**config.mk**
```make
export PLATFORM = sky130hd
export DESIGN_NAME = hazard_scoreboard_flat
export DESIGN_NICKNAME = d
export VERILOG_FILES = /design/src/rtl/hazard_scoreboard_if.sv /design/src/rtl/hazard_scoreboard.sv /design/src/flat_wrapper.sv
export SDC_FILE = /design/constraint.sdc
export NUM_CORES = 1
export LEC_CHECK = 0
export ABC_AREA = 0
export BUFFER_PORTS_ARGS = -buffer_cell sky130_fd_sc_hd__buf_2
export CORE_MARGIN = 1
export CORE_UTILIZATION = 56
export CTS_CLUSTER_DIAMETER = 200
export CTS_CLUSTER_SIZE = 40
export DETAILED_ROUTE_END_ITERATION = 6
export MAX_ROUTING_LAYER = met4
export PLACE_DENSITY_LB_ADDON = 0.1
export SETUP_SLACK_MARGIN = 0.02
export SKIP_CTS_REPAIR_TIMING = 1
export SYNTH_ARGS = -nofsm -noshare
export SYNTH_HDL_FRONTEND = slang
export SYNTH_SLANG_ARGS = --single-unit
```
**constraint.sdc**
```tcl
create_clock -name clk -period 4.3 [get_ports clk]
set_input_delay 0.43 -clock clk [delete_from_list [all_inputs] [get_ports clk]]
set_output_delay 0.43 -clock clk [all_outputs]
set_load 0.02 [all_outputs]
```
**src/rtl/hazard_scoreboard_if.sv**
```systemverilog
// hazard_scoreboard_if: ID-stage request and hazard/bypass response bundle between the pipeline and the scoreboard.
interface hazard_scoreboard_if #(
  parameter int ADDR_W = 2,
  parameter int CNT_W  = 16
);
  logic              id_valid;
  logic [ADDR_W-1:0] id_rs1;
  logic [ADDR_W-1:0] id_rs2;
  logic              id_use_rs1;
  logic              id_use_rs2;
  logic [ADDR_W-1:0] id_rd;
  logic              id_reg_write;
  logic              id_is_load;
  logic              flush;
  logic              cnt_clr;
  logic              stall;
  logic              id_bypass_a;
  logic              id_bypass_b;
  logic [CNT_W-1:0]  stall_cnt;
  modport master (
    output id_valid, id_rs1, id_rs2, id_use_rs1, id_use_rs2, id_rd, id_reg_write, id_is_load, flush, cnt_clr,
    input  stall, id_bypass_a, id_bypass_b, stall_cnt
  );
  modport slave (
    input  id_valid, id_rs1, id_rs2, id_use_rs1, id_use_rs2, id_rd, id_reg_write, id_is_load, flush, cnt_clr,
    output stall, id_bypass_a, id_bypass_b, stall_cnt
  );
endinterface

```
**src/rtl/hazard_scoreboard.sv**
```systemverilog
// hazard_scoreboard: tracks EX/MEM/WB destination tags, raises load-use stalls, drives ID bypass selects, counts stalls.
module hazard_scoreboard #(
  parameter int ADDR_W         = 2,
  parameter int CNT_W          = 16,
  parameter bit HARDWIRED_ZERO = 0
) (
  input logic               clk,
  input logic               reset_n,
  hazard_scoreboard_if.slave sb
);
  logic              ex_v, ex_ld, mem_v, wb_v;
  logic [ADDR_W-1:0] ex_rd, mem_rd, wb_rd;
  logic [CNT_W-1:0]  cnt;
  logic              hit1, hit2, stall_c, issue;
  always_comb begin
    hit1    = ex_v && ex_ld && ex_rd == sb.id_rs1;
    hit2    = ex_v && ex_ld && ex_rd == sb.id_rs2;
    // reset_n gating lets an asynchronous reset drop stall before the slots settle
    stall_c = reset_n && sb.id_valid && !sb.flush && ((sb.id_use_rs1 && hit1) || (sb.id_use_rs2 && hit2));
    issue   = sb.id_valid && sb.id_reg_write && !stall_c && !sb.flush && !(HARDWIRED_ZERO && sb.id_rd == '0);
    sb.stall       = stall_c;
    sb.id_bypass_a = reset_n && sb.id_valid && sb.id_use_rs1 && wb_v && wb_rd == sb.id_rs1;
    sb.id_bypass_b = reset_n && sb.id_valid && sb.id_use_rs2 && wb_v && wb_rd == sb.id_rs2;
    sb.stall_cnt   = cnt;
  end
  // only the EX slot needs the load flag; MEM and WB carry valid and tag
  always_ff @(posedge clk or negedge reset_n)
    if (!reset_n) begin
      ex_v   <= 1'b0;
      ex_rd  <= '0;
      ex_ld  <= 1'b0;
      mem_v  <= 1'b0;
      mem_rd <= '0;
      wb_v   <= 1'b0;
      wb_rd  <= '0;
      cnt    <= '0;
    end else begin
      ex_v   <= issue;
      ex_rd  <= issue ? sb.id_rd : '0;
      ex_ld  <= issue && sb.id_is_load;
      mem_v  <= ex_v;
      mem_rd <= ex_rd;
      wb_v   <= mem_v;
      wb_rd  <= mem_rd;
      cnt    <= sb.cnt_clr ? '0 : (stall_c && cnt != '1) ? cnt + 1'b1 : cnt;
    end
endmodule

```
**src/flat_wrapper.sv**
```systemverilog
// flat-port wrapper written by rule: the top's interface ports become plain ports
module hazard_scoreboard_flat 
#(
  parameter int ADDR_W         = 2,
  parameter int CNT_W          = 16,
  parameter bit HARDWIRED_ZERO = 0
)
  (clk, reset_n, sb_id_valid, sb_id_rs1, sb_id_rs2, sb_id_use_rs1, sb_id_use_rs2, sb_id_rd, sb_id_reg_write, sb_id_is_load, sb_flush, sb_cnt_clr, sb_stall, sb_id_bypass_a, sb_id_bypass_b, sb_stall_cnt);
  hazard_scoreboard_if #(.ADDR_W(ADDR_W), .CNT_W(CNT_W)) sb_i ();
  input logic clk;
  input logic reset_n;
  input wire logic [$bits(sb_i.id_valid)-1:0] sb_id_valid;
  input wire logic [$bits(sb_i.id_rs1)-1:0] sb_id_rs1;
  input wire logic [$bits(sb_i.id_rs2)-1:0] sb_id_rs2;
  input wire logic [$bits(sb_i.id_use_rs1)-1:0] sb_id_use_rs1;
  input wire logic [$bits(sb_i.id_use_rs2)-1:0] sb_id_use_rs2;
  input wire logic [$bits(sb_i.id_rd)-1:0] sb_id_rd;
  input wire logic [$bits(sb_i.id_reg_write)-1:0] sb_id_reg_write;
  input wire logic [$bits(sb_i.id_is_load)-1:0] sb_id_is_load;
  input wire logic [$bits(sb_i.flush)-1:0] sb_flush;
  input wire logic [$bits(sb_i.cnt_clr)-1:0] sb_cnt_clr;
  output wire logic [$bits(sb_i.stall)-1:0] sb_stall;
  output wire logic [$bits(sb_i.id_bypass_a)-1:0] sb_id_bypass_a;
  output wire logic [$bits(sb_i.id_bypass_b)-1:0] sb_id_bypass_b;
  output wire logic [$bits(sb_i.stall_cnt)-1:0] sb_stall_cnt;
  assign sb_i.id_valid = sb_id_valid;
  assign sb_i.id_rs1 = sb_id_rs1;
  assign sb_i.id_rs2 = sb_id_rs2;
  assign sb_i.id_use_rs1 = sb_id_use_rs1;
  assign sb_i.id_use_rs2 = sb_id_use_rs2;
  assign sb_i.id_rd = sb_id_rd;
  assign sb_i.id_reg_write = sb_id_reg_write;
  assign sb_i.id_is_load = sb_id_is_load;
  assign sb_i.flush = sb_flush;
  assign sb_i.cnt_clr = sb_cnt_clr;
  assign sb_stall = sb_i.stall;
  assign sb_id_bypass_a = sb_i.id_bypass_a;
  assign sb_id_bypass_b = sb_i.id_bypass_b;
  assign sb_stall_cnt = sb_i.stall_cnt;
  hazard_scoreboard #(.ADDR_W(ADDR_W), .CNT_W(CNT_W), .HARDWIRED_ZERO(HARDWIRED_ZERO)) u_core (.clk(clk), .reset_n(reset_n), .sb(sb_i));
endmodule
```
==> flow_summary.toml <==
[placement]
io_buffers = 33
place.gp.congestion = 0.836
preCtsSetupSlack_ns = 1.80
detailed_place_hpwl_um = 2430

[synth]
synth_top_cell_by_area = "dfrtp_1"
synth_cells = 141
synth.cell_area_um2 = 1430
ys_warn_count = 0
synth_top_area_share_pct = 45.5
syn_area_per_cell_um2 = 10.2
syn_nets = 157
netlist_top_cells_area = "dfrtp_1 45%, xnor2_1 4.3%, nor2_1 2.9%"
ys_ff_latch = 26
ys_seq_area_share_pct = 45.5
yosys.cell_types.count = 44

[critical_path]
cp.arrival_ns = 1.77
cp_slowest_stage_delay_ns = 0.45
slowest_stage = "dfrtp_1"
cp.required_ns = 3.87
crit_path_start = "u_core.ex_rd[0]$_DFF_PN0_"
critPathKind = "register to output pin"
reg2regPathDepth = 6
endpoint_kind = "output pin"
rr_startpoint = "u_core.sb.stall_cnt[0]$_DFFE_PN0P_"
r2r-end = "u_core.sb.stall_cnt[4]$_DFFE_PN0P_"
path_cells = "xnor2_1 > and3_1 > o21ai_2 > inv_1 > buf_2"
reg2reg_setup_slack_ns = 2.35
cp-start-kind = "register"
crit_fanout = 10

[route]
drt_wl_total_um = 3280
drc = 0
vias_per_cell = 6.34
drtAntennaViolNets = 0
vias = 1288
routedWlPerCell_um = 16.1
drtIter0Drc = 32
dr.pass1.iters = 4

[cts]
cts_max_level = 1
insertion_delay_ns = 0.33
clockBufferDepth = 2
clk_pin_slew_ns = 0.14
clock-sinks = 26
cts_buffers = 3
clockRootBuffer = "clkbuf_4"
tritoncts = "built"

[sta]
maxSlewHeadroom_pct = 60.9
period_needed_ns = 2.20
hold_viol_final = 0
finalSetupViolCount = 0
worst_slack_ns = 2.10
finalHoldWorstSlack_ns = 0.0789
fmax_mhz = 454
tns_ns = 0
tightest_slew_ns = 0.586
rsz0062_at_grt = "no"
fin_skew_ns = 0.00748
drv_slew = 0
timing.final.crit_share_pct = 51.2

[global_route]
grt-ovfl-total = 0
grt_pass1_wl_um = 5790
grt_max_degree = 29
grt_usage_pct = 30.1
grt_pass1_vias = 1286
antenna_found_initial = 0

[pwr]
peakVddDrop_v = 0.000244
internal-power_w = 0.000310
power_leakage_nw = 0.800
power_switching_w = 0.0000918
p_seq_share_pct = 61.9
combPwrFrac_pct = 7.1
pwr-share-clk_pct = 31.0
switching_share_pct = 22.8
powerDensity_nw_per_um2 = 243

[hold_path]
holdCritPathClass = "input pin to asynchronous set/reset pin"

[floorplan]
rows = 17
die_w_um = 52.6
core_um2 = 2320
initial_core_util_pct = 61.7
die_y_um = 52.6
die_area_um2 = 2760
io_pins = 34

[finish]
multi_input_area_um2 = 766
area_growth_pct = 15.7
drive_gt1_share_pct = 28.6
fillers = 189
ff_latch_area_um2 = 651
diodes = 0
nets = 192

[flow_run]
maxCapViolCount = 0

[outcome]
outcome = "finished clean"
==> through the flow <==
| step | power (W) | utilization [%] | std cells | cell area (µm²) |
|---|---|---|---|---|
| finish | 0.000402 | 71.5 | 203 | 1660 |
| global route | 0.000420 | 71.5 | 203 | 1660 |
| CTS | 0.000404 | 71.5 | 203 | 1660 |
| detailed placement | 0.000282 | 69.9 | 199 | 1620 |
| global placement | 0.000280 | 69.9 | 199 | 1620 |
| floorplan | 0.000266 | - | 141 | 1430 |
==> cell usage in the layout (no fill, tap or decap), drive strengths merged, types with 4 or more instances in the layout <==
master	instances
nand3	8
nand2	7
nor2b	4
mux2	4
dfrtp	26
buf	33
xnor2	7
clkbuf	4
nor3	4
and2	4
o21ai	8
nand2b	4
and3	4
nor2	11
nand4	6
a21oi	8
==> cells in the mapped netlist <==
| library cell | count |
|---|---|
| and3_1 | 4 |
| o21ai_2 | 1 |
| nor4_4 | 1 |
| nand4_4 | 1 |
| nand2b_1 | 4 |
| a211o_1 | 1 |
| o31ai_1 | 1 |
| mux2_2 | 3 |
| a211oi_1 | 1 |
| dfrtp_1 | 26 |
| and4_1 | 2 |
| or4_1 | 1 |
| nand4_1 | 4 |
| o21bai_1 | 1 |
| mux2_4 | 1 |
| nand4_2 | 1 |
| and4b_1 | 2 |
| nand2_1 | 7 |
| inv_1 | 1 |
| or3_1 | 2 |
| ha_1 | 1 |
| xor2_1 | 2 |
| a2111oi_2 | 1 |
| o211a_1 | 1 |
| nor4_1 | 2 |
| or2_2 | 2 |
| or2b_1 | 1 |
| clkbuf_1 | 3 |
| a31oi_1 | 1 |
| nor4b_1 | 1 |
| nand3_1 | 8 |
| a31o_2 | 1 |
| a21oi_1 | 8 |
| nor2_1 | 11 |
| nand4b_1 | 3 |
| o211ai_1 | 1 |
| nor3_1 | 4 |
| and4_4 | 1 |
| a311oi_1 | 1 |
| o21ai_0 | 7 |
| and2_1 | 4 |
| nor2b_1 | 4 |
| xnor2_1 | 7 |
| mux2i_1 | 1 |
==> cells by family (layout without fill, tap and decap cells) <==
| family | after synthesis | in the layout | share of synthesized area [%] |
|---|---|---|---|
| flip-flops | 26 | 26 | 45.5 |
| buffers and inverters | 4 | 38 | 1.05 |
| AO/OA/AOI/OAI | 26 | 26 | 12.0 |
| AND/OR/NAND/NOR | 70 | 70 | 31.0 |
| adder cells (fa/ha/maj) | 1 | 1 | 0.874 |
| multiplexers | 5 | 5 | 4.11 |
| XOR/XNOR | 9 | 9 | 5.51 |
==> critical path, delay by kind of cell (launching register included) <==
| kind | cells | cell delay [ns] |
|---|---|---|
| XOR/XNOR | 1 | 0.16 |
| buffers and inverters | 2 | 0.25 |
| AO/OA/AOI/OAI | 1 | 0.37 |
| AND/OR/NAND/NOR | 1 | 0.23 |
| flip-flops | 1 | 0.45 |
==> metal layers <==
metal  wire length [µm]  global-route usage, %
met5                  0                      -
met4                 91                   14.9
met3                148                   4.35
met2               1710                   51.1
met1               1320                   34.5
==> flip-flops by register name (all words and copies together), names as in the netlist <==
| name | count |
|---|---|
| u_core.wb_rd | 2 |
| u_core.ex_v | 1 |
| u_core.ex_rd | 2 |
| u_core.mem_v | 1 |
| u_core.mem_rd | 2 |
| u_core.wb_v | 1 |
| u_core.ex_ld | 1 |
| u_core.sb.stall_cnt | 16 |
==> worst max path at each step <==
stage / slack, ns / depth (start not counted) / endpoint
2_1_floorplan: 2.44 / 6 / u_core.sb.stall_cnt[4]$_DFFE_PN0P_
3_3_place_gp: 1.93 / 6 / u_core.sb.stall_cnt[11]$_DFFE_PN0P_
3_5_place_dp: 1.80 / 6 / u_core.sb.stall_cnt[11]$_DFFE_PN0P_
4_1_cts: 2.06 / 6 / sb_stall
5_1_grt: 1.88 / 6 / sb_stall
6_report: 2.10 / 5 / sb_stall
==> power by group through the flow <==
| stage | clock network [W] | registers [W] | logic, W |
|---|---|---|---|
| 2_1_floorplan | 0 | 0.000253 | 0.0000128 |
| 3_3_place_gp | 0 | 0.000253 | 0.0000270 |
| 3_5_place_dp | 0 | 0.000253 | 0.0000283 |
| 4_1_cts | 0.000127 | 0.000249 | 0.0000285 |
| 5_1_grt | 0.000139 | 0.000249 | 0.0000323 |
| 6_report | 0.000125 | 0.000249 | 0.0000284 |
==> cell type report <==
class / instances / area share, %
Multi-Input combinational cell: 111 / 46.2
Sequential cell: 26 / 39.3
Timing Repair Buffer: 33 / 9.97
Clock buffer: 4 / 2.19
Tap cell: 28 / 2.11
Inverter: 1 / 0.227
(Power assumes the default switching activity.)
